==> config.mk <==
export PLATFORM = sky130hd
export DESIGN_NAME = serial_capture_register
export DESIGN_NICKNAME = d
export VERILOG_FILES = /design/src/rtl/serial_capture_register.sv
export SDC_FILE = /design/constraint.sdc
export NUM_CORES = 1
export LEC_CHECK = 0
export BUFFER_PORTS_ARGS = -buffer_cell sky130_fd_sc_hd__buf_2
export CELL_PAD_IN_SITES_DETAIL_PLACEMENT = 0
export CELL_PAD_IN_SITES_GLOBAL_PLACEMENT = 1
export CORE_UTILIZATION = 40
export DETAILED_ROUTE_END_ITERATION = 7
export PLACE_DENSITY = 0.75
export SYNTH_ARGS = -nofsm -noshare
export SYNTH_HDL_FRONTEND = slang
export SYNTH_SLANG_ARGS = --single-unit
==> constraint.sdc <==
create_clock -name clk -period 1.91 [get_ports clk]
set_input_delay 0.382 -clock clk [delete_from_list [all_inputs] [get_ports clk]]
set_output_delay 0.382 -clock clk [all_outputs]
set_load 0.02 [all_outputs]
==> src/rtl/serial_capture_register.sv <==
// Serial-to-parallel capture register with a one-word holding register, a valid/ready
// output handshake and a sticky overrun flag. Define SCR_PARITY_EN to add a trailing even-parity bit and the parity_err output.
module serial_capture_register #(
  parameter int WIDTH = 4
) (
  input  logic                       clk,
  input  logic                       rst,
  input  logic                       sin,
  input  logic                       sin_valid,
  input  logic                       dir,
  input  logic                       flush,
  output logic [WIDTH-1:0]           outp,
  output logic                       out_valid,
  input  logic                       out_ready,
  output logic [$clog2(WIDTH+1)-1:0] bit_cnt,
  output logic                       overrun
`ifdef SCR_PARITY_EN
  ,
  output logic                       parity_err
`endif
);

  localparam int CW = $clog2(WIDTH+1);
`ifdef SCR_PARITY_EN
  localparam int LAST = WIDTH;      // the parity bit is the final captured bit
`else
  localparam int LAST = WIDTH - 1;
`endif

  logic [WIDTH-1:0] sreg_reg, sreg_next, shifted, word;
  logic [CW-1:0]    cnt_reg, cnt_next;
  logic             dir_reg, dir_next, dir_eff;
  logic [WIDTH-1:0] outp_reg, outp_next;
  logic             valid_reg, valid_next;
  logic             ovr_reg, ovr_next;
  logic             perr_reg, perr_next;
  logic             capture, last_bit, word_ok, complete_ok, hold_free;

  always_comb begin
    // bit order is sampled on the first bit of a word and frozen for the rest
    dir_eff  = (cnt_reg == '0) ? dir : dir_reg;
    shifted  = dir_eff ? {sreg_reg[WIDTH-2:0], sin} : {sin, sreg_reg[WIDTH-1:1]};
    capture  = sin_valid && !flush;
    last_bit = capture && (cnt_reg == CW'(LAST));
`ifdef SCR_PARITY_EN
    word     = sreg_reg;
    word_ok  = ~(^{sreg_reg, sin});
`else
    word     = shifted;
    word_ok  = 1'b1;
`endif
    complete_ok = last_bit && word_ok;
    hold_free   = !valid_reg || out_ready;

    sreg_next  = sreg_reg;
    cnt_next   = cnt_reg;
    dir_next   = dir_reg;
    outp_next  = outp_reg;
    valid_next = valid_reg;
    ovr_next   = ovr_reg;
    perr_next  = last_bit && !word_ok;

    if (flush) begin
      sreg_next = '0;
      cnt_next  = '0;
      ovr_next  = 1'b0;
    end else if (capture) begin
      dir_next = dir_eff;
      if (last_bit) begin
        sreg_next = word;
        cnt_next  = '0;
      end else begin
        sreg_next = shifted;
        cnt_next  = cnt_reg + CW'(1);
      end
    end

    if (complete_ok && hold_free) begin
      outp_next  = word;
      valid_next = 1'b1;
    end else if (complete_ok) begin
      ovr_next = 1'b1;
    end else if (valid_reg && out_ready) begin
      valid_next = 1'b0;
    end
  end

  always_ff @(posedge clk or negedge rst) begin
    if (!rst) begin
      sreg_reg  <= '0;
      cnt_reg   <= '0;
      dir_reg   <= 1'b0;
      outp_reg  <= '0;
      valid_reg <= 1'b0;
      ovr_reg   <= 1'b0;
      perr_reg  <= 1'b0;
    end else begin
      sreg_reg  <= sreg_next;
      cnt_reg   <= cnt_next;
      dir_reg   <= dir_next;
      outp_reg  <= outp_next;
      valid_reg <= valid_next;
      ovr_reg   <= ovr_next;
      perr_reg  <= perr_next;
    end
  end

  assign outp      = outp_reg;
  assign out_valid = valid_reg;
  assign bit_cnt   = cnt_reg;
  assign overrun   = ovr_reg;
`ifdef SCR_PARITY_EN
  assign parity_err = perr_reg;
`endif

endmodule
# After elaboration in Yosys (flattened, before gate mapping)
# Index checks and enable logic that the tools add are counted.
dict set report classes {
  add_sub_neg 1
  eq_ne 2
  mux 13
  n_bitwise 1
  reduce_logical 12
}
# op count
set ops {}
lappend ops {{$mux W4} 3}
lappend ops {{$mux W3} 3}
lappend ops {{$mux W1} 7}
lappend ops {{$logic_and A1 B1 Y1} 4}
lappend ops {{$reduce_and A2 Y1} 2}
lappend ops {{$reduce_bool A2 Y1} 2}
lappend ops {{$add A3 B1 Y3 const B} 1}
lappend ops {{$eq A3 B2 Y1 const B} 1}
lappend ops {{$logic_not A3 Y1} 1}
lappend ops {{$logic_not A1 Y1} 2}
lappend ops {{$ne A2 B1 Y1 const B} 1}
lappend ops {{$logic_or A1 B1 Y1} 1}
lappend ops {{$not A1 Y1} 1}
dict set report word_totals {
  register_bits 14
  inputBits 7
  output_inout_bits 9
}

# Logic depth before layout (Yosys ltp)
# Gate-level depths: netlist of the first run.
dict set report logic_depth {
  depth_word 6
  depth_mapped 5
  depth_no_buf 5
}

# Worst setup path before layout of the first run
# Ideal clock, no wire load.
dict set report synth_timing {
  path_kind {flip-flop to flip-flop}
  startpoint {register cnt_reg[0] (netlist: bit_cnt[0])}
  endpoint {register dir_reg}
  t_arrival_ps 1432
  slack_ps 353
  stages_incl_launch_ff 6
  n_path_buf 0
  cell_sequence {dfrtp_1 inv_1 ha_1 or2b_1 nor2_1 mux2_2}
}
dict set report synth_between {
  elab_chain_len 2
}
# item line_no
set synth_rtl {}
lappend synth_rtl {{start: declaration} 31} ;# logic [CW-1:0] cnt_reg, cnt_next;
lappend synth_rtl {{start signal: assignment} 99} ;# cnt_reg <= cnt_next;
lappend synth_rtl {{$logic_not A3 Y1} 41} ;# dir_eff = (cnt_reg == '0) ? dir : dir_reg;
lappend synth_rtl {{$mux W1} 41}
lappend synth_rtl {{end signal: assignment} 100} ;# dir_reg <= dir_next;
lappend synth_rtl {{end: declaration} 32} ;# logic dir_reg, dir_next, dir_eff;
# Every way passes these cells.
# A chain may end at the register's enable or synchronous reset.

# Worst setup path in the final report of the first run
# Ends and elaborated chain as after synthesis.

==> results of run 1 <==
==> timing repair <==
item,4_1_cts,5_1_grt
resized for setup,0,0
hold buffers,1,0
hold endpoints to repair,14,0
buffers inserted,0,0
==> layout make-up <==
cell class | count | area (um2)
multi-input cells | 58 | 407
well taps | 25 | 31.3
clock buffers | 3 | 22.5
repair buffers | 16 | 85.1
flip-flops and latches | 14 | 350
inverters | 3 | 11.3
fillers | 177 | 876
==> metal layers <==
metal | vias up | wire [um]
met5 | - | 0
met4 | 0 | 0
met3 | 0 | 84
met2 | 19 | 733
met1 | 293 | 788
li1 | 323 | -
==> critical path, delay by kind of cell (launching register included) <==
kind	cells	cell delay (ps)
DFF	1	410
and+or+nand+nor	2	410
muxes	1	330
adders and majority gates	1	210
buffers and inverters	1	80
==> report_power, final <==
part           leakage (nW)  total (mW)  switching (mW)  internal [mW]
Clock                0.0138       0.163          0.0898         0.0729
Combinational         0.207       0.165          0.0972         0.0674
Sequential            0.186       0.358          0.0282          0.330
Total                 0.407       0.686           0.215          0.470
==> cell families after synthesis <==
family                   Yosys count  share of synthesized area [%]
buffers and inverters              5                           2.73
AND/OR/NAND/NOR                   30                           28.0
multiplexers                       1                           1.45
AO/OA/AOI/OAI                     25                           19.6
adder cells (fa/ha/maj)            2                           3.21
flip-flops                        14                           45.0
==> path summary, 6_finish.rpt <==
path / start / end / slack, ps / cells past startpoint
max: bit_cnt[0]$_DFFE_PN0P_ / dir_reg$_DFFE_PN0P_ / 360 / 5
min: flush / bit_cnt[0]$_DFFE_PN0P_ / 400 / 2
max reg2reg: bit_cnt[0]$_DFFE_PN0P_ / dir_reg$_DFFE_PN0P_ / 360 / 5
min reg2reg: overrun$_DFF_PN0_ / overrun$_DFF_PN0_ / 490 / 2
max in group asynchronous: rst / dir_reg$_DFFE_PN0P_ / 1140 / 2
min in group asynchronous: rst / outp[1]$_DFFE_PN0P_ / 530 / 2
==> placed cells by master (no fill, tap or decap), types with 3 or more instances in the layout <==
master and n:
o21ai_0 5, a31oi_1 8, and4bb_2 5, nor2b_1 4, clkbuf_4 3, buf_2 15
inv_1 3, a21oi_1 7, nor2_1 6, a311oi_1 4, dfrtp_1 14, and2_1 4
nand2b_1 5
==> impl_metrics.yaml, run 1 <==
power_and_ir_drop:
  peakVddDrop_mv: 0.298
  power.total_mw: 0.686
  p_per_area_nw_per_um2: 756
  power_leakage_nw: 0.407
route:
  wl_per_cell_um: 13.5
  drtAntennaViolNets: 0
  drcViolationCount: 0
  dr.first_iter.drc_count: 15
  wirelength_mm: 1.61
  vias_per_cell: 5.34
  vias: 635
  first_pass_iters: 4
floorplanning:
  rows: 15
  ios: 16
  core_area_um2: 1780
  chipWidth_um: 46.1
  dieHeight_um: 46.1
  initial_core_util_pct: 43.6
  die_area_um2: 2130
timing:
  fin_crit_sh_pct: 81.3
  clock_skew_ps: 0.803
  hold_viol_final: 0
  final-max-slew-violation-count: 0
  worst_pin_slew_ps: 349
  slew-limit-headroom_pct: 76.5
  setup_slack_ps: 358
  clock.fmax_ghz: 0.644
  fin_crit_ps: 1550
  fin_setup_tns_ps: 0
  holdWs_ps: 399
  setup_violations: 0
  rsz0062_at_grt: "no"
final_layout:
  post-route-util_pct: 50.9
  postLayoutCellArea_um2: 907
  drive_gt1_share_pct: 28.7
  diodes: 0
  fin_nets: 105
  area_growth_pct: 16.6
  layoutNonFillerInstCount: 119
synth:
  async_flop_share_pct: 100
  synth_top_cell_by_area: "dfrtp_1"
  netlist_area_um2: 778
  ys_ff_latch: 14
  ys.flop_type: "dfrtp_1"
  yosysTopAreaCellShare_pct: 45.0
  netlist-cell-type-count: 20
  synth_edf_count: 0
  yosysWarnings: 0
  ys_seq_area_share_pct: 45.0
  synth_most_common_cell: "dfrtp_1"
  synth.net_count: 86
  ys_top_cells_by_count: "dfrtp_1, a31oi_1, a21oi_1, nor2_1"
  syn_area_per_cell_um2: 10.1
  synth_area_leaders: "dfrtp_1, and4bb_2, a31oi_1"
  postSynthCellCount: 77
place:
  place_hpwl_mm: 1.23
  placed_cells: 115
  dp_slack_ps: 363
  dpl_cell_area_um2: 875
  portBuffers: 15
  gp_congestion: 0.865
job:
  maxCapViolCount: 0
grt:
  track_usage_pct: 17.8
  grt_pass1_vias: 564
  grt_use_met3_pct: 3.53
  grtUsageMet1_pct: 27.2
  grt_busiest_layer: "met1"
  overflow: 0
  grt_pass1_wl_mm: 2.65
  grt_start_max_net_pins: 17
  global_route.usage.met2_pct: 25.1
  antenna_found_initial: 0
cts:
  cts.sinks: 14
  htree_levels: 1
  clockBufferDepth: 2
  root_buffer: "clkbuf_4"
  cts_tree: "yes"
  cts_made_buffers: 3
  clock_latency_ps: 270
  path_clk_slew_ps: 80
worst_setup_path:
  start_kind: "flip-flop"
  critical_path_arrival_ps: 1710
  cp_max_fo: 6
  worst-setup-path-type: "reg2reg"
  slowest_stage: "dfrtp_1"
  path_cells: "inv_1 -> ha_1 -> or2b_1 -> nor2_1 -> mux2_2"
  required_ps: 2070
  max_stage_delay_ps: 410
  critPathCaptureType: "flip-flop"
hold_path:
  min_path_type: "in2reg"
outcome:
  status: "finished, final reports clean"
Note: power is estimated with default switching activity, not from simulation.
==> inputs of run 2 (changes only) <==
Settings changed: CORE_UTILIZATION 40 to 36, PLACE_DENSITY 0.75 to 0.71.
Clock period 1.91 ns to 1.4 ns, I/O delays scaled along.
==> run 2 against run 1 <==
  * The flow now finishes with violations (setup timing)
  * Die area is 11% higher
  * Clock-buffer cell count increased by 1
  * Cell area rose by 16%
  * Critical path depth grew 1
  * Flip-flop and latch count unchanged
  * Sequential share of layout area shrank 5.1 points
  * Highest routed layer is now met4
==> impl_metrics.yaml, run 2 (same netlist as run 1, synthesis figures left out) <==
job:
  maxCapViolCount: 0
hold_path:
  hold_path_end: "bit_cnt[2]$_DFFE_PN0P_"
  min_path_type: "in2reg"
  hold_depth: 2
  worstHoldStart: "flush"
power_and_ir_drop:
  power_leakage_nw: 0.450
  power.total_mw: 1.02
  swShare_pct: 32.4
  netSwitchingPower_mw: 0.331
  p_seq_share_pct: 48.1
  clockPowerShare_pct: 23.4
  combPwrFrac_pct: 28.5
  p_per_area_nw_per_um2: 972
  p_int_mw: 0.691
  peakVddDrop_mv: 0.682
cts:
  clock_latency_ps: 280
  cts.sinks: 14
  root_buffer: "clkbuf_4"
  clockBufferDepth: 2
  path_clk_slew_ps: 90
  htree_levels: 1
  cts_made_buffers: 3
  cts_tree: "yes"
timing:
  hold_viol_final: 0
  holdWs_ps: 224
  rsz0062_at_grt: "yes"
  setup_violations: 3
  fin_crit_ps: 1440
  fin_crit_sh_pct: 103
  clock_skew_ps: 7.55
  final-max-slew-violation-count: 0
  worst_pin_slew_ps: 318
  setup_slack_ps: -42.0
  slew-limit-headroom_pct: 78.8
  clock.fmax_ghz: 0.693
  fin_setup_tns_ps: -69.6
final_layout:
  postLayoutCellArea_um2: 1050
  post-route-util_pct: 52.6
  fin_nets: 112
  area_growth_pct: 35.2
  layout_commonest_cell: "buf_2"
  diodes: 0
  mostFrequentLayoutCells: "buf_2, dfrtp_1, a21oi_1"
  layoutNonFillerInstCount: 129
  drive_gt1_share_pct: 48.0
outcome:
  violations: "setup timing"
  status: "finished with violations"
floorplanning:
  rows: 16
  ios: 16
  dieHeight_um: 48.5
  chipWidth_um: 48.5
  initial_core_util_pct: 38.9
  die_area_um2: 2350
  core_area_um2: 2000
worst_setup_path:
  ff2ff_path_depth: 6
  required_ps: 1550
  r2r_start: "bit_cnt[0]$_DFFE_PN0P_"
  crit_path_start: "bit_cnt[0]$_DFFE_PN0P_"
  critPathCaptureType: "flip-flop"
  worst-setup-path-type: "reg2reg"
  critical_path_arrival_ps: 1590
  worstReg2RegEnd: "sreg_reg[2]$_DFFE_PN0P_"
  start_kind: "flip-flop"
  cp_max_fo: 4
  r2r_slack_ps: -40
place:
  dp_slack_ps: -46.3
  gp_congestion: 0.843
  dpl_cell_area_um2: 937
  place_hpwl_mm: 1.35
  portBuffers: 15
  placed_cells: 123
grt:
  grt_pass1_vias: 664
  antenna_found_initial: 0
  overflow: 0
  grt_pass1_wl_mm: 3.12
  track_usage_pct: 17.8
  grt_start_max_net_pins: 15
route:
  dr.first_iter.drc_count: 9
  first_pass_iters: 4
  vias: 682
  wl_per_cell_um: 14.5
  drcViolationCount: 0
  vias_per_cell: 5.29
  drtAntennaViolNets: 0
  wirelength_mm: 1.87
## run 2: cell type report
type                            count  area, um2
Clock buffer                        4       26.3
Fill cell                         197        950
Inverter                            3       11.3
Multi-Input combinational cell     58        487
Sequential cell                    14        353
Tap cell                           27       33.8
Timing Repair Buffer               23        141
## run 2: per-layer routing
| metal | part of all wire (%) | up-vias | GRT usage, % |
|---|---|---|---|
| met5 | 0 | - | 0 |
| met4 | 1.3 | 0 | 5.39 |
| met3 | 2.8 | 4 | 5.66 |
| met2 | 49 | 10 | 28.2 |
| met1 | 47 | 327 | 23.1 |
| li1 | - | 341 | - |
## run 2: worst max-delay path by stage
stage          slack (ps)                 endpoint  depth (start not counted)
2_1_floorplan         -80      dir_reg$_DFFE_PN0P_                          5
3_3_place_gp          -20  sreg_reg[0]$_DFFE_PN0P_                          6
3_5_place_dp          -50  sreg_reg[0]$_DFFE_PN0P_                          6
4_1_cts               -20  sreg_reg[0]$_DFFE_PN0P_                          6
5_1_grt               -60  sreg_reg[2]$_DFFE_PN0P_                          6
6_report              -40  sreg_reg[2]$_DFFE_PN0P_                          6
## run 2: worst max-delay path, cell delays in order, from the launching register on
cell and delay, ps:
dfrtp_2 380, inv_2 50, ha_4 150, buf_6 110
and4bb_2 210, a31oi_1 260, a311oi_1 140
## run 2: repair_timing
action,in CTS,in global routing
endpoints found under the hold margin,14,0
pin swaps,3,5
hold buffers,1,0
buffers inserted,1,0
gates resized for setup,4,14
endpoints found under the setup margin,9,10
## run 2: power by group through the flow
stage          clock (mW)  sequential [mW]  combinational (mW)
2_1_floorplan           0            0.532               0.114
3_3_place_gp            0            0.496               0.247
3_5_place_dp            0            0.497               0.248
4_1_cts             0.244            0.490               0.261
5_1_grt             0.265            0.501               0.321
6_report            0.239            0.492               0.291
